**src/rtl/mux_pkg.sv**
```systemverilog
// Shared constants and helpers for the lane-select mux family.
// Default geometry is 8 lanes of 1 bit.
package mux_pkg;

   localparam int DEF_LANES  = 8;
   localparam int DEF_DATA_W = 1;

   // Select width for a given lane count, never narrower than one bit
   function automatic int sel_width(input int lanes);
      int w;
      w = $clog2(lanes);
      return (w < 1) ? 1 : w;
   endfunction

   localparam int DEF_SEL_W = sel_width(DEF_LANES);

   // Lane extract for a default-geometry bus; lane k sits at [k*DATA_W +: DATA_W]
   function automatic logic [DEF_DATA_W-1:0] lane_of(
      input logic [DEF_LANES*DEF_DATA_W-1:0] bus,
      input logic [DEF_SEL_W-1:0]            idx
   );
      logic [DEF_LANES-1:0][DEF_DATA_W-1:0] lanes;
      lanes = bus;
      return lanes[idx];
   endfunction

endpackage

```
**src/rtl/mux_sel_decode.sv**
```systemverilog
// One-hot decode of the lane select plus out-of-range flag.
// Decode is forced to all-zero whenever the select is out of range.
module mux_sel_decode
   import mux_pkg::*;
#(
   parameter int  LANES = DEF_LANES,
   localparam int SEL_W = sel_width(LANES)
) (
   input  logic [SEL_W-1:0] sel,
   output logic [LANES-1:0] sel_oh,
   output logic             sel_err
);

   logic [LANES-1:0] hit_s;
   logic             range_err_s;

   // Per-lane equality compare
   generate
      for (genvar k = 0; k < LANES; k++) begin : g_hit
         assign hit_s[k] = (sel == SEL_W'(k));
      end
   endgenerate

   // Widen by one bit so LANES itself is representable
   assign range_err_s = ({1'b0, sel} >= (SEL_W+1)'(LANES));

   // Gate the decode with the range check
   always_comb begin
      sel_err = range_err_s;
      if (range_err_s) begin
         sel_oh = '0;
      end else begin
         sel_oh = hit_s;
      end
   end

endmodule

```
**src/rtl/mux_8to1.sv**
```systemverilog
// Lane-select mux: combinational selected lane plus a registered capture
// stage (y_q/sel_q/y_vld) for downstream synchronous logic.
module mux_8to1
   import mux_pkg::*;
#(
   parameter int  LANES  = DEF_LANES,
   parameter int  DATA_W = DEF_DATA_W,
   localparam int SEL_W  = sel_width(LANES)
) (
   input  logic                      clk,
   input  logic                      rst,
   input  logic [LANES*DATA_W-1:0]   in,
   input  logic [SEL_W-1:0]          sel,
   input  logic                      en,
   output logic [DATA_W-1:0]         y,
   output logic                      sel_err,
   output logic [LANES-1:0]          sel_oh,
   output logic [DATA_W-1:0]         y_q,
   output logic [SEL_W-1:0]          sel_q,
   output logic                      y_vld
);

   logic [LANES-1:0][DATA_W-1:0] lanes_s;
   logic [LANES-1:0]             sel_oh_s;
   logic                         sel_err_s;
   logic [DATA_W-1:0]            y_s;
   logic [DATA_W-1:0]            y_q_r;
   logic [SEL_W-1:0]             sel_q_r;
   logic                         y_vld_r;

   assign lanes_s = in;

   mux_sel_decode #(
      .LANES (LANES)
   ) u_decode (
      .sel     (sel),
      .sel_oh  (sel_oh_s),
      .sel_err (sel_err_s)
   );

   // Selected lane, forced to zero for an out-of-range select
   always_comb begin
      if (sel_err_s) begin
         y_s = '0;
      end else begin
         y_s = lanes_s[sel];
      end
   end

   // Capture stage; valid strobe lasts exactly one cycle per capture
   always_ff @(posedge clk or posedge rst) begin
      if (rst) begin
         y_q_r   <= '0;
         sel_q_r <= '0;
         y_vld_r <= 1'b0;
      end else if (en) begin
         y_q_r   <= y_s;
         sel_q_r <= sel;
         y_vld_r <= 1'b1;
      end else begin
         y_vld_r <= 1'b0;
      end
   end

   assign y       = y_s;
   assign sel_err = sel_err_s;
   assign sel_oh  = sel_oh_s;
   assign y_q     = y_q_r;
   assign sel_q   = sel_q_r;
   assign y_vld   = y_vld_r;

endmodule

```
**config.mk**
```make
export PLATFORM = sky130hd
export DESIGN_NAME = mux_8to1
export DESIGN_NICKNAME = d
export VERILOG_FILES = /design/src/rtl/mux_pkg.sv /design/src/rtl/mux_sel_decode.sv /design/src/rtl/mux_8to1.sv
export SDC_FILE = /design/constraint.sdc
export NUM_CORES = 1
export LEC_CHECK = 0
export BUFFER_PORTS_ARGS = -buffer_cell sky130_fd_sc_hd__buf_2
export CAP_MARGIN = 20
export CORE_AREA = 4 4 41 43
export CTS_BUF_LIST = sky130_fd_sc_hd__clkbuf_4
export DETAILED_ROUTE_END_ITERATION = 6
export DIE_AREA = 0 0 45 47
export PLACE_DENSITY_LB_ADDON = 0.3
export SYNTH_ARGS = -nofsm -noshare
export SYNTH_HDL_FRONTEND = slang
export SYNTH_SLANG_ARGS = --single-unit
```
**constraint.sdc**
```tcl
create_clock -name clk -period 1.7 [get_ports clk]
set_input_delay 0.085 -clock clk [delete_from_list [all_inputs] [get_ports clk]]
set_output_delay 0.085 -clock clk [all_outputs]
set_load 0.01 [all_outputs]
```
# After elaboration in Yosys (flattened, before gate mapping)
# Cells that the tools add are included.
dict set report word_totals {
  register_bits 5
  latchBits 0
  ram_bits 0
  romBits 0
  input_bits 14
  out_inout_bits 15
  elab_cells 15
  memories 0
}
dict set report classes {
  addsub 0
  multipliers 0
  div_mod_pow 0
  n_lt_le_gt_ge 1
  n_eq_ne 7
  n_shift 0
  muxes 3
  bitwise 0
  reduce_logical 1
}
# operator n
set op_table {}
lappend op_table {{equality test 3 bit (second input constant)} 4}
lappend op_table {{equality test 3 x 2 -> 1 bit (second input constant)} 2}
lappend op_table {{less-than comparator 3 x 4 -> 1 bit (second input constant)} 1}
lappend op_table {{binary-select mux 1 bit (select 3 bit)} 1}
lappend op_table {{equality test 3 x 1 -> 1 bit (second input constant)} 1}
lappend op_table {{logical NOT 3 bit} 1}
lappend op_table {{2-to-1 mux 1 bit} 2}

# Logic depth before layout (Yosys ltp)
dict set report logic_depth {
  ltp_word 2
  mapped_depth 5
  ltp_nobuf 4
}

# Hierarchy
# A second synthesis with hierarchy kept.
dict set report unflattened {
  cells_unflattened 33
  area_unflattened_um2 344.1
}
# mod n_inst cells_each area_each_um2 seq_area_each_um2
set by_module_without_submodules {}
lappend by_module_without_submodules {mux_8to1 1 23 267.8 125.1}
lappend by_module_without_submodules {mux_sel_decode 1 10 76.3 0.0}

# Least setup slack after synthesis
# Ideal clock, no wire load.
dict set report synth_timing {
  kind {input -> register}
  startpoint {input sel[1]}
  endpoint {register y_q_r, in the netlist y_q}
  setup_ns 0.125
  t_arrival_ns 0.933
  t_required_ns 1.575
  setup_slack_ns 0.642
  cell_stages 4
  path_buffers 0
  path_cell_list {mux2_4 -> o32ai_4 -> a211oi_2 -> mux2_4}
}
dict set report synth_between {
  elab_chain_len 2
}
# element line_no
set synth_rtl {}
lappend synth_rtl {{start, declared} mux_8to1.sv:13} ;# input logic [SEL_W-1:0] sel,
lappend synth_rtl {{binary-select mux 1 bit (select 3 bit)} mux_8to1.sv:46} ;# y_s = lanes_s[sel];
lappend synth_rtl {{2-to-1 mux 1 bit (not written as such)} mux_8to1.sv:46}
lappend synth_rtl {{net y} mux_8to1.sv:15} ;# output logic [DATA_W-1:0] y,
lappend synth_rtl {{end signal, assigned} mux_8to1.sv:57} ;# y_q_r <= y_s;
lappend synth_rtl {{end, declared} mux_8to1.sv:27} ;# logic [DATA_W-1:0] y_q_r;
# The timed path passes the listed nets, and every way through them passes these cells. The select of a mux whose other input is x is not followed.
# A chain may end at the register's enable or synchronous reset.

# Worst setup path after layout
dict set report layout_timing {
  startpoint {input sel[1]}
  endpoint {output y}
}
dict set report layout_between {
  elab_chain_len 2
}
# element line_no
set layout_rtl {}
lappend layout_rtl {{binary-select mux 1 bit (select 3 bit)} mux_8to1.sv:46}
lappend layout_rtl {{2-to-1 mux 1 bit (not written as such)} mux_8to1.sv:46}
lappend layout_rtl {{end, declared} mux_8to1.sv:15}
# No other way between the ends. The select of a mux whose other input is x is not followed.

==> results.json <==
{
  "yosys.area_share.adder_pct": 0,
  "multiInputGateArea_um2": 214,
  "num_rows": 13,
  "final_cell_mix": "buf_2, dfrtp_1, mux2_2, clkbuf_4, nor3b_1",
  "port_buffers": 27,
  "mostFrequentLayoutCell": "buf_2",
  "ys_seq_area_share_pct": 33.7,
  "r2r_start": "y_q",
  "rr_worst_depth": 1,
  "wl_per_cell_um": 11.2,
  "fin_nets": 78,
  "skew_ps": 0,
  "cts.sinks": 5,
  "critPathKind": "in -> out",
  "place_congestion": 0.655,
  "setup_viol": 0,
  "io_pins": 29,
  "dr.pass1.iters": 4,
  "cap_violations": 0,
  "antenna_found_initial": 0,
  "vias": 350,
  "placed_cell_area_um2": 500,
  "pre_cts_slack_ps": 363,
  "diodes": 0,
  "synth-seq-cells": 5,
  "grt_max_degree": 15,
  "fin_crit_sh_pct": 69.4,
  "grt_pass1_vias": 324,
  "r2r_end": "y_q",
  "worstPathRequired_ps": 1620,
  "clk_path_buf_depth": 2,
  "core-area_mm2": 0.00130,
  "min_path_cells": 1,
  "insertion_delay_ps": 240,
  "synth_nets": 49,
  "viasPerCell": 4.49,
  "die_area_mm2": 0.00212,
  "final_area_um2": 541,
  "p_leak_nw": 0.279,
  "hp-start": "en",
  "timing.final.ws_setup_ps": 519,
  "grt_overflow": 0,
  "muxShareOfSynthArea_pct": 20.2,
  "hpwlAfterDp_um": 685,
  "synth_compound_area_share_pct": 16.5,
  "status": "finished, final reports clean",
  "die-width_um": 45,
  "reg2reg_slack_ps": 940,
  "cts_max_level": 1,
  "syn_inst": 35,
  "synth.distinct_cells": 19,
  "layout-drive-gt1-share_pct": 63.5,
  "endpoint_kind": "output port",
  "numCtsBuffers": 3,
  "max_freq_ghz": 0.847,
  "initial_core_util_pct": 28.6,
  "syn2layout_area_growth_pct": 45.5,
  "rsz0062_at_grt": "no",
  "cts_root_buffer": "clkbuf_4",
  "syn_avg_cell_area_um2": 10.6,
  "start_kind": "primary input",
  "ys_warn_count": 0,
  "grt_usage_pct": 8.98,
  "drc_errors": 0,
  "post-route-min-period_ps": 1180,
  "n_fill_cell": 135,
  "drtIter0Drc": 4,
  "powerDensity_mw_per_mm2": 755,
  "seq_area_um2": 125,
  "min_to": "y_vld",
  "crit_fanout": 14,
  "synthXorXnorAreaFrac_pct": 0,
  "die_height_um": 47,
  "ant_nets": 0,
  "syn_area_um2": 372,
  "wl_um": 873,
  "synth_top_family_by_area": "multiplexers",
  "critPathArrivalTime_ps": 1100,
  "grt_pass1_wl_um": 1360,
  "hold_class": "in -> reg",
  "ir_worst_vdd_uv": 409,
  "final-hold-violation-count": 0,
  "fin_tns_setup_ps": 0,
  "cts_tree": "built",
  "cts.clk_slew.worst_paths_ps": 40,
  "synthSimpleGateAreaFrac_pct": 19.9,
  "maxSlewViolCount": 0
}
[worst max-delay path by stage]
stage / from / endpoint / depth (start not counted)
3_5_place_dp: sel[1] / y_q / 5
3_3_place_gp: sel[1] / y_q / 5
2_1_floorplan: sel[1] / y_q / 4
5_1_grt: sel[1] / y / 5
6_report: sel[1] / y / 5
4_1_cts: sel[1] / y / 5
[kinds of logic after synthesis]
family          Yosys count
buf+inv                   6
mux                       6
simple gates             13
flops                     5
compound gates            4
other cells               1
[where the power goes]
part           leakage [nW]  internal, W  switching [W]
sequential           0.0580     0.000132     0.00000550
combinational         0.202    0.0000568      0.0000545
clock                0.0184     0.000105      0.0000544
[layer usage]
layer	global-route usage, %	up-vias	part of all wire [%]
li1	-	176	-
met1	10.4	159	41
met2	14.7	15	49
met3	6.13	0	10
met4	0	0	0
met5	0	-	0
[cell type report]
cell class                 instances  area share, %
clock buffer                       4           5.56
inverter                           2           1.39
multi-input combinational         24           39.6
sequential                         5           23.1
tap                               15           3.47
timing repair buffer              28           26.9
[through the flow]
step                power [W]  hold WS (ps)  instances  util, %
finish               0.000408          29.0         78     41.5
global route         0.000434          23.8         78     41.5
CTS                  0.000415          25.3         78     41.5
detailed placement   0.000251         -9.67         73     38.5
global placement     0.000251         -10.4         73     38.5
floorplan            0.000208          -136         35        -
[synthesized netlist by cell type]
cell type	count	area (um2)
a2111oi_2	1	15.0
a211oi_2	1	12.5
and3_1	1	6.26
buf_2	2	10.0
buf_4	2	15.0
conb_1	1	3.75
dfrtp_1	5	125
inv_1	2	7.51
mux2_2	4	45.0
mux2_4	2	30.0
nand2_1	2	7.51
nand2b_1	1	6.26
nor2_1	2	7.51
nor2b_1	1	6.26
nor3_1	2	10.0
nor3b_1	3	22.5
o22ai_1	1	6.26
o32ai_4	1	27.5
or2b_1	1	7.51
[repair_timing]
action                     in CTS  in global routing
hold buffers                    1                  0
setup endpoints to repair       0                  0
gates resized for setup         0                  0
buffers inserted                0                  0
hold endpoints to repair        5                  0
[worst max-delay path, cell delays in order]
cell and delay [ps]:
buf_2 230, mux2_4 340, o32ai_4 210, a211oi_2 80, buf_2 150
[flip-flops by register name (all words and copies together), names as in the netlist]
name	flops
sel_q	3
y_q	1
y_vld	1
No activity file was read; power rests on OpenSTA's default activity.
